$ cat config.mk
export PLATFORM = sky130hd
export DESIGN_NAME = game2048_move_ctrl
export DESIGN_NICKNAME = d
export VERILOG_FILES = /design/src/rtl/game2048_move_ctrl.sv
export SDC_FILE = /design/constraint.sdc
export NUM_CORES = 1
export LEC_CHECK = 0
export CELL_PAD_IN_SITES_DETAIL_PLACEMENT = 0
export CELL_PAD_IN_SITES_GLOBAL_PLACEMENT = 1
export CORE_UTILIZATION = 48
export CTS_CLUSTER_DIAMETER = 200
export DETAILED_ROUTE_END_ITERATION = 8
export MAX_ROUTING_LAYER = met4
export PLACE_DENSITY = 0.86
export SLEW_MARGIN = 20
export SYNTH_ARGS = -nofsm -noshare
export SYNTH_HDL_FRONTEND = slang
export SYNTH_SLANG_ARGS = --single-unit
$ cat constraint.sdc
create_clock -name clk -period 2.07 [get_ports clk]
set_input_delay 0.5175 -clock clk [delete_from_list [all_inputs] [get_ports clk]]
set_output_delay 0.5175 -clock clk [all_outputs]
set_load 0.1 [all_outputs]
$ cat src/rtl/game2048_move_ctrl.sv
// game2048_move_ctrl: turns four raw, bouncy, active-low push-buttons into
// clean, arbitrated, one-at-a-time move requests for the 2048 game FSM.
// Each request is held until the game FSM accepts it with ready.
// Optional feature: define MOVE_REPEAT_EN for hold-to-repeat moves.
//
// state    | meaning
// ---------|------------------------------------------------------------
// S_IDLE   | no move in flight, watching for a debounced press event
// S_PEND   | latched direction presented on move_*, waiting for ready
// S_WAIT_REL | move accepted, ignoring presses until all buttons released
module game2048_move_ctrl #(
  parameter int DEBOUNCE_CYCLES = 50000,
  parameter int REPEAT_CYCLES   = 25000000
) (
  input  logic       clk,
  input  logic       reset,
  input  logic       btn_up_n,
  input  logic       btn_down_n,
  input  logic       btn_left_n,
  input  logic       btn_right_n,
  input  logic       ready,
  output logic       move_up,
  output logic       move_down,
  output logic       move_left,
  output logic       move_right,
  output logic       busy,
  output logic [7:0] move_count
);

  typedef enum logic [1:0] {S_IDLE, S_PEND, S_WAIT_REL} state_t;

  localparam int DBW = $clog2(DEBOUNCE_CYCLES);
  localparam logic [DBW-1:0] DB_TC = DBW'(DEBOUNCE_CYCLES - 1);

  // Bit order everywhere: 0 = up, 1 = down, 2 = left, 3 = right
  logic [3:0]     w_raw;
  logic [3:0]     r_sync1;
  logic [3:0]     r_sync2;
  logic [3:0]     r_db;
  logic [3:0]     r_db_prev;
  logic [DBW-1:0] r_db_cnt [4];
  logic [3:0]     w_press;
  logic [1:0]     w_win_dir;
  state_t         r_state;
  state_t         w_state_nxt;
  logic [1:0]     r_dir;
  logic [1:0]     w_dir_nxt;
  logic           w_accept;
  logic           w_rep_fire;

  assign w_raw = {~btn_right_n, ~btn_left_n, ~btn_down_n, ~btn_up_n};

  // Two-flop synchroniser on the inverted (active-high) button levels
  always_ff @(posedge clk or negedge reset) begin
    if (!reset) begin
      r_sync1 <= '0;
      r_sync2 <= '0;
    end else begin
      r_sync1 <= w_raw;
      r_sync2 <= r_sync1;
    end
  end

  // Per-button debounce: accept a new level only after it has differed
  // from the stable level for DEBOUNCE_CYCLES consecutive cycles
  always_ff @(posedge clk or negedge reset) begin
    if (!reset) begin
      r_db <= '0;
      for (int i = 0; i < 4; i++) r_db_cnt[i] <= '0;
    end else begin
      for (int i = 0; i < 4; i++) begin
        if (r_sync2[i] == r_db[i]) begin
          r_db_cnt[i] <= '0;
        end else if (r_db_cnt[i] == DB_TC) begin
          r_db[i]     <= r_sync2[i];
          r_db_cnt[i] <= '0;
        end else begin
          r_db_cnt[i] <= r_db_cnt[i] + 1'b1;
        end
      end
    end
  end

  // Previous debounced level for rising-edge (press) detection
  always_ff @(posedge clk or negedge reset) begin
    if (!reset) r_db_prev <= '0;
    else        r_db_prev <= r_db;
  end

  assign w_press = r_db & ~r_db_prev;

  // Fixed priority up > down > left > right; losers are simply dropped
  always_comb begin
    w_win_dir = 2'd3;
    if      (w_press[0]) w_win_dir = 2'd0;
    else if (w_press[1]) w_win_dir = 2'd1;
    else if (w_press[2]) w_win_dir = 2'd2;
  end

`ifdef MOVE_REPEAT_EN
  localparam int RPW = $clog2(REPEAT_CYCLES);
  localparam logic [RPW-1:0] RP_TC = RPW'(REPEAT_CYCLES - 1);
  logic [RPW-1:0] r_rep_cnt;

  assign w_rep_fire = (r_state == S_WAIT_REL) && r_db[r_dir] && (r_rep_cnt == RP_TC);

  // Hold-to-repeat timer runs only while the latched button stays held
  always_ff @(posedge clk or negedge reset) begin
    if (!reset)                                    r_rep_cnt <= '0;
    else if ((r_state == S_WAIT_REL) && r_db[r_dir]) r_rep_cnt <= w_rep_fire ? '0 : r_rep_cnt + 1'b1;
    else                                           r_rep_cnt <= '0;
  end
`else
  localparam int unused_repeat_cycles = REPEAT_CYCLES;
  assign w_rep_fire = 1'b0;
`endif

  // FSM state, latched direction and accepted-move counter
  always_ff @(posedge clk or negedge reset) begin
    if (!reset) begin
      r_state    <= S_IDLE;
      r_dir      <= 2'd0;
      move_count <= 8'd0;
    end else begin
      r_state <= w_state_nxt;
      r_dir   <= w_dir_nxt;
      if (w_accept) move_count <= move_count + 8'd1;
    end
  end

  // Next-state logic; a repeat re-presents the same latched direction
  always_comb begin
    w_state_nxt = r_state;
    w_dir_nxt   = r_dir;
    w_accept    = 1'b0;
    case (r_state)
      S_IDLE: begin
        if (|w_press) begin
          w_state_nxt = S_PEND;
          w_dir_nxt   = w_win_dir;
        end
      end
      S_PEND: begin
        if (ready) begin
          w_accept    = 1'b1;
          w_state_nxt = S_WAIT_REL;
        end
      end
      S_WAIT_REL: begin
        if (w_rep_fire)     w_state_nxt = S_PEND;
        else if (r_db == '0) w_state_nxt = S_IDLE;
      end
      default: w_state_nxt = S_IDLE;
    endcase
  end

  // Outputs decoded from registers only
  always_comb begin
    busy       = (r_state != S_IDLE);
    move_up    = (r_state == S_PEND) && (r_dir == 2'd0);
    move_down  = (r_state == S_PEND) && (r_dir == 2'd1);
    move_left  = (r_state == S_PEND) && (r_dir == 2'd2);
    move_right = (r_state == S_PEND) && (r_dir == 2'd3);
  end

endmodule
==> impl_metrics.toml, run 1 <==
[run_status]
run_status = "finished clean"

[timing]
finalCritPeriodShare_pct = 95.9
max_freq_mhz = 504
fin_skew_ns = 0.0107
slew_headroom_pct = 65.5
slew_viol_final = 0
rsz0062_at_grt = "yes"
finalSetupTns_ns = 0
finalCriticalPeriod_ns = 1.99
setup_viol = 0
worst_pin_slew_ns = 0.516
finalHoldViolCount = 0

[power]
clkPwrFrac_pct = 37.5
p_leak_nw = 2.09
swShare_pct = 22.7
p_per_area_nw_per_um2 = 642
irDropWorstVdd_v = 0.000357
power_frac_seq_pct = 58.8
pwr-share-comb_pct = 3.7
netSwitchingPower_uw = 714
power_mw = 3.14
internal-power_mw = 2.42

[layout]
fin_cells = 544
nets = 446
final_area_um2 = 4890
syn2layout_area_growth_pct = 16.2
drive_gt1_share_pct = 12.1
antennaDiodeCount = 0
n_fill_cell = 712

[global_route]
grt_pass1_vias = 2882
gr-usage-all-layers_pct = 19.7
overflow = 0
grt_max_degree = 38
grt_pass1_wl_um = 13400
antenna_found_initial = 0

[clocking]
clk_pin_slew_ns = 0.08
clock_path_buffers = 2
cts_tree = "built"
cts.sinks = 92
post_cts_resized = 0
cts_root_buf = "clkbuf_8"
h-tree-depth = 3
ctsHoldBuffers = 0
clkLatencyLatePin_ns = 0.36
post-cts-setup-buffers = 0
cts_made_buffers = 9

[yosys]
synth_top_area_share_pct = 54.7
synth_most_common_cell = "dfrtp_1"
syn_avg_cell_area_um2 = 10.5
yosys.area.top_type = "dfrtp_1"
synth_cells = 400
synthDistinctLibCells = 32
synth_common_cells = "dfrtp_1, nor2_1, xnor2_1, nand3_1, inv_1"
ys_top_cells_by_area = "dfrtp_1, xnor2_1, nor2_1"
synth_area_um2 = 4210
syn_nets = 412
ys_seq_area_share_pct = 54.7
synth.ff_latch_count = 92
ys_async_sr_fraction_pct = 100
synth_edf_count = 0
yosys_warnings = 0
synth-main-ff-cell = "dfrtp_1"

[detailed_routing]
ant_nets = 0
routed-via-count = 2907
drt-pass1-iter-count = 4
drcViolationCount = 0
drt-vias-per-instance = 5.34
drt_iter0_drc = 131
routedWlPerCell_um = 13.9
drt_wl_total_um = 7540

[floorplan]
fp.coreArea_um2 = 8340
rows = 33
start_util_pct = 50.4
die_height_um = 95.6
fp.dieArea_um2 = 9140
design.portCount = 20
die_w_um = 95.6

[worst_setup_path]
cp.arrival_ns = 1.47
r2r_start = "r_db_cnt[60]"
worstSetupStartpointType = "register"
cp-end-kind = "output pin"
critPathLaunch = "r_state[0]"
path_max_fanout = 5
worstSetupPathType = "register to output pin"
cp.required_ns = 1.55

[placed_design]
dp.final_hpwl_um = 5160
dp.cells = 528
dpl_cell_area_um2 = 4690
gp_congestion = 0.790
port-buffer-count = 19

[worst_hold_path]
hold_path.class = "input port to async pin"

[run]
maxCapViolations = 0
## worst max-delay path, cell delays in order, from the launching register on
cell,delay [ns]
dfrtp_1,0.48
nor2b_2,0.23
and3_1,0.23
buf_12,0.19
## state kept, by name (all words and copies together) (netlist names)
| name | count |
|---|---|
| move_count | 8 |
| r_db | 4 |
| r_db_cnt | 64 |
| r_db_prev | 4 |
| r_dir | 2 |
| r_state | 2 |
| r_sync1 | 4 |
| r_sync2 | 4 |
## area by class of cell
class	count	area, um^2	share of cell area (%)
Inverter	19	71.3	1.46
Clock buffer	10	128	2.61
Tap cell	105	131	2.69
Timing Repair Buffer	28	373	7.63
Multi-Input combinational cell	284	1820	37.2
Clock inverter	6	63.8	1.31
Sequential cell	92	2300	47.1
## final timing paths
path / to / slack, ns / depth (start not counted)
worst max register to register: r_db[0] / 0.33 / 4
max in group asynchronous: move_count[5] / 1.47 / 2
worst min-delay path: r_db_cnt[27] / 0.05 / 1
min in group clk: r_sync2[2] / 0.36 / 0
worst max-delay path: move_right / 0.08 / 3
worst min register to register: r_sync2[2] / 0.36 / 0
## metrics by stage
| stage | setup WS, ns | hold slack, ns | utilization (%) |
|---|---|---|---|
| after floorplan | -0.263 | 0.222 | - |
| after global placement | 0.237 | 0.335 | 56.2 |
| after detailed placement | 0.202 | 0.342 | 56.2 |
| after CTS | 0.0326 | 0.0549 | 58.5 |
| after global routing | -0.0399 | 0.0647 | 58.6 |
| final | 0.0848 | 0.0533 | 58.6 |
## layout by cell type, fill, tap and decap left out, types with 6 or more instances in the layout
cell / count
clkbuf_8: 9
nand2_1: 18
mux2_2: 6
dfrtp_1: 92
nand4_1: 16
xnor2_1: 50
nor4_1: 18
inv_1: 19
xor2_1: 15
nor2_1: 77
buf_12: 12
nor3_1: 12
buf_4: 11
nand3_1: 25
and3_1: 7
## routing by layer
layer	share of wire, %	wire [um]	global-route usage, %
met4	1.5	111	7.46
met2	46	3450	29.0
met1	50	3760	27.1
met3	3.0	225	3.83
met5	0	0	-
## power groups by stage
stage          Combinational [mW]  Sequential, mW  Clock, mW
2_1_floorplan              0.0545            1.88          0
3_5_place_dp                0.122            1.88          0
4_1_cts                     0.123            1.85       1.21
3_3_place_gp                0.119            1.88          0
6_report                    0.118            1.84       1.18
5_1_grt                     0.139            1.85       1.28
## cells by family after synthesis
group | Yosys count | synth area share, %
AO/OA/AOI/OAI | 13 | 2.89
XOR/XNOR | 65 | 13.5
adder cells (fa/ha/maj) | 5 | 1.49
buffers and inverters | 24 | 2.59
flip-flops | 92 | 54.7
multiplexers | 6 | 1.61
AND/OR/NAND/NOR | 195 | 23.2
Power figures use the tool's default switching activity.
==> inputs of run 2 (changes only) <==
--- a/config.mk
+++ b/config.mk
@@ -7,11 +7,11 @@
 export LEC_CHECK = 0
 export CELL_PAD_IN_SITES_DETAIL_PLACEMENT = 0
 export CELL_PAD_IN_SITES_GLOBAL_PLACEMENT = 1
-export CORE_UTILIZATION = 48
+export CORE_UTILIZATION = 43
 export CTS_CLUSTER_DIAMETER = 200
 export DETAILED_ROUTE_END_ITERATION = 8
 export MAX_ROUTING_LAYER = met4
-export PLACE_DENSITY = 0.86
+export PLACE_DENSITY = 0.82
 export SLEW_MARGIN = 20
 export SYNTH_ARGS = -nofsm -noshare
 export SYNTH_HDL_FRONTEND = slang
==> constraint.sdc (replaced) <==
create_clock -name clk -period 1.6 [get_ports clk]
set_input_delay 0.4 -clock clk [delete_from_list [all_inputs] [get_ports clk]]
set_output_delay 0.4 -clock clk [all_outputs]
set_load 0.1 [all_outputs]
==> impl_metrics.toml, run 2 (synthesis gave the netlist of run 1 again) <==
[worst_setup_path]
path_max_fanout = 4
cp_num_buf_inv = 1
cp_slowest_cell = "dfrtp_2"
worstSetupPathType = "register to output pin"
cpPeakStageDelay_ns = 0.45
crit_chain = "nand2b_4, nor3b_4, buf_12"
cp-end-kind = "output pin"
cp.arrival_ns = 1.40
cp.required_ns = 1.20
worstSetupStartpointType = "register"
cpLargestDelayFamily = "flip-flops"

[layout]
reg_top3 = "r_db_cnt x64, move_count x8"
regMostFlops = "r_db_cnt"
largest_reg_flops = 64
seq_area_um2 = 2310
n_fill_cell = 765
antennaDiodeCount = 0
layout_common_cells = "dfrtp_1, nor2_1, xnor2_1"
nets = 484
syn2layout_area_growth_pct = 32.8
drive_gt1_share_pct = 26.2
layout_commonest_cell = "dfrtp_1"
multi_input_area_um2 = 2040

[detailed_routing]
ant_nets = 0
drt_wl_total_um = 8310
drt-pass1-iter-count = 4
routedWlPerCell_um = 13.7
drcViolationCount = 0
drt_iter0_drc = 68
drt-vias-per-instance = 5.15
routed-via-count = 3123

[floorplan]
fp.dieArea_um2 = 10200
fp.coreArea_um2 = 9370
die_height_um = 101
start_util_pct = 44.9
rows = 35
design.portCount = 20
die_w_um = 101

[run]
maxCapViolations = 0

[clocking]
cts.sinks = 92
cts_made_buffers = 9
clk_pin_slew_ns = 0.08
clock_path_buffers = 2
cts_tree = "built"
clkLatencyLatePin_ns = 0.36
h-tree-depth = 3
cts_root_buf = "clkbuf_8"

[timing]
max_freq_mhz = 557
worst_pin_slew_ns = 0.393
slew_headroom_pct = 73.7
slew_viol_final = 0
rsz0062_at_grt = "yes"
fin_skew_ns = 0.0129
finalSetupTns_ns = -2.11
setup_viol = 22
hold_slack_ns = 0.359
finalHoldViolCount = 0
finalCritPeriodShare_pct = 112
fin_ws_ns = -0.197
finalCriticalPeriod_ns = 1.80

[global_route]
gr-usage-all-layers_pct = 18.5
antenna_found_initial = 0
grt_max_degree = 42
grt_pass1_vias = 3066
overflow = 0
grt_pass1_wl_um = 14400

[power]
irDropWorstVdd_v = 0.000404
p_leak_nw = 2.33
p_per_area_nw_per_um2 = 805

[placed_design]
dp.final_hpwl_um = 5400
port-buffer-count = 19
gp_congestion = 0.805

[run_status]
run_status = "finished, violations left"
violations = "setup timing"

[worst_hold_path]
hold_path.class = "register to register"
-- run 2: per-layer routing --
layer	wire [um]	GRT usage [%]	part of all wire, %
met3	314	4.30	3.8
met5	0	-	0
met4	114	6.02	1.4
met1	3990	25.8	48
met2	3890	26.8	47
-- run 2: worst reg2reg max path: stages, from the launching register on --
cell	delay (ns)
dfrtp_1	0.41
nor4_2	0.29
nand3b_1	0.14
buf_4	0.16
o41ai_4	0.33
buf_6	0.24
nor2_4	0.04
-- run 2: where the power goes --
group          internal [mW]  switching (mW)  leakage (nW)
combinational         0.0979           0.120         0.960
clock                   1.08           0.807         0.122
sequential              2.36          0.0341          1.25
total                   3.54           0.961          2.33
-- run 2: final cells by class --
cell class	instances	area share [%]
Clock inverter	6	1.99
Clock buffer	10	2.46
Inverter	19	1.28
Sequential cell	92	41.4
Timing Repair Buffer	66	13.5
Tap cell	129	2.89
Multi-Input combinational cell	284	36.5
-- run 2: worst paths after layout --
path / startpoint / endpoint / slack [ns] / cells after the start
max: r_state[1] / move_down / -0.20 / 3
max reg2reg: r_db_cnt[12] / r_db_cnt[0] / -0.12 / 6
max in group asynchronous: reset / r_db_cnt[8] / 0.56 / 3
min: r_sync1[3] / r_sync2[3] / 0.36 / 0
min in group asynchronous: reset / r_db_cnt[26] / 0.50 / 2
min reg2reg: r_sync1[3] / r_sync2[3] / 0.36 / 0
-- run 2: what timing repair did --
action,CTS,global route
gates cloned,1,1
endpoints found under the hold margin,24,0
pin swaps,11,12
setup endpoints to repair,35,51
hold buffers,1,0
gates resized for setup,13,36
setup buffers,4,7
-- run 2: stage by stage --
step                      power, mW  util [%]  std cells  setup WS [ns]  cell area (um^2)
after floorplan                2.50         -        400         -0.192              4260
after global placement         2.60      53.3        576        -0.0673              5000
after detailed placement       2.61      53.3        576        -0.0995              5000
after CTS                      4.52      57.1        598         -0.216              5350
after global routing           4.68      59.6        606         -0.270              5590
final                          4.50      59.6        606         -0.197              5590
==> inputs of run 3 (changes only) <==
--- a/config.mk
+++ b/config.mk
@@ -8,7 +8,6 @@
 export CELL_PAD_IN_SITES_DETAIL_PLACEMENT = 0
 export CELL_PAD_IN_SITES_GLOBAL_PLACEMENT = 1
 export CORE_UTILIZATION = 43
-export CTS_CLUSTER_DIAMETER = 200
 export DETAILED_ROUTE_END_ITERATION = 8
 export MAX_ROUTING_LAYER = met4
 export PLACE_DENSITY = 0.82
==> results of run 3 <==
No change in the layout: final DEF, timing and power equal those of run 2.
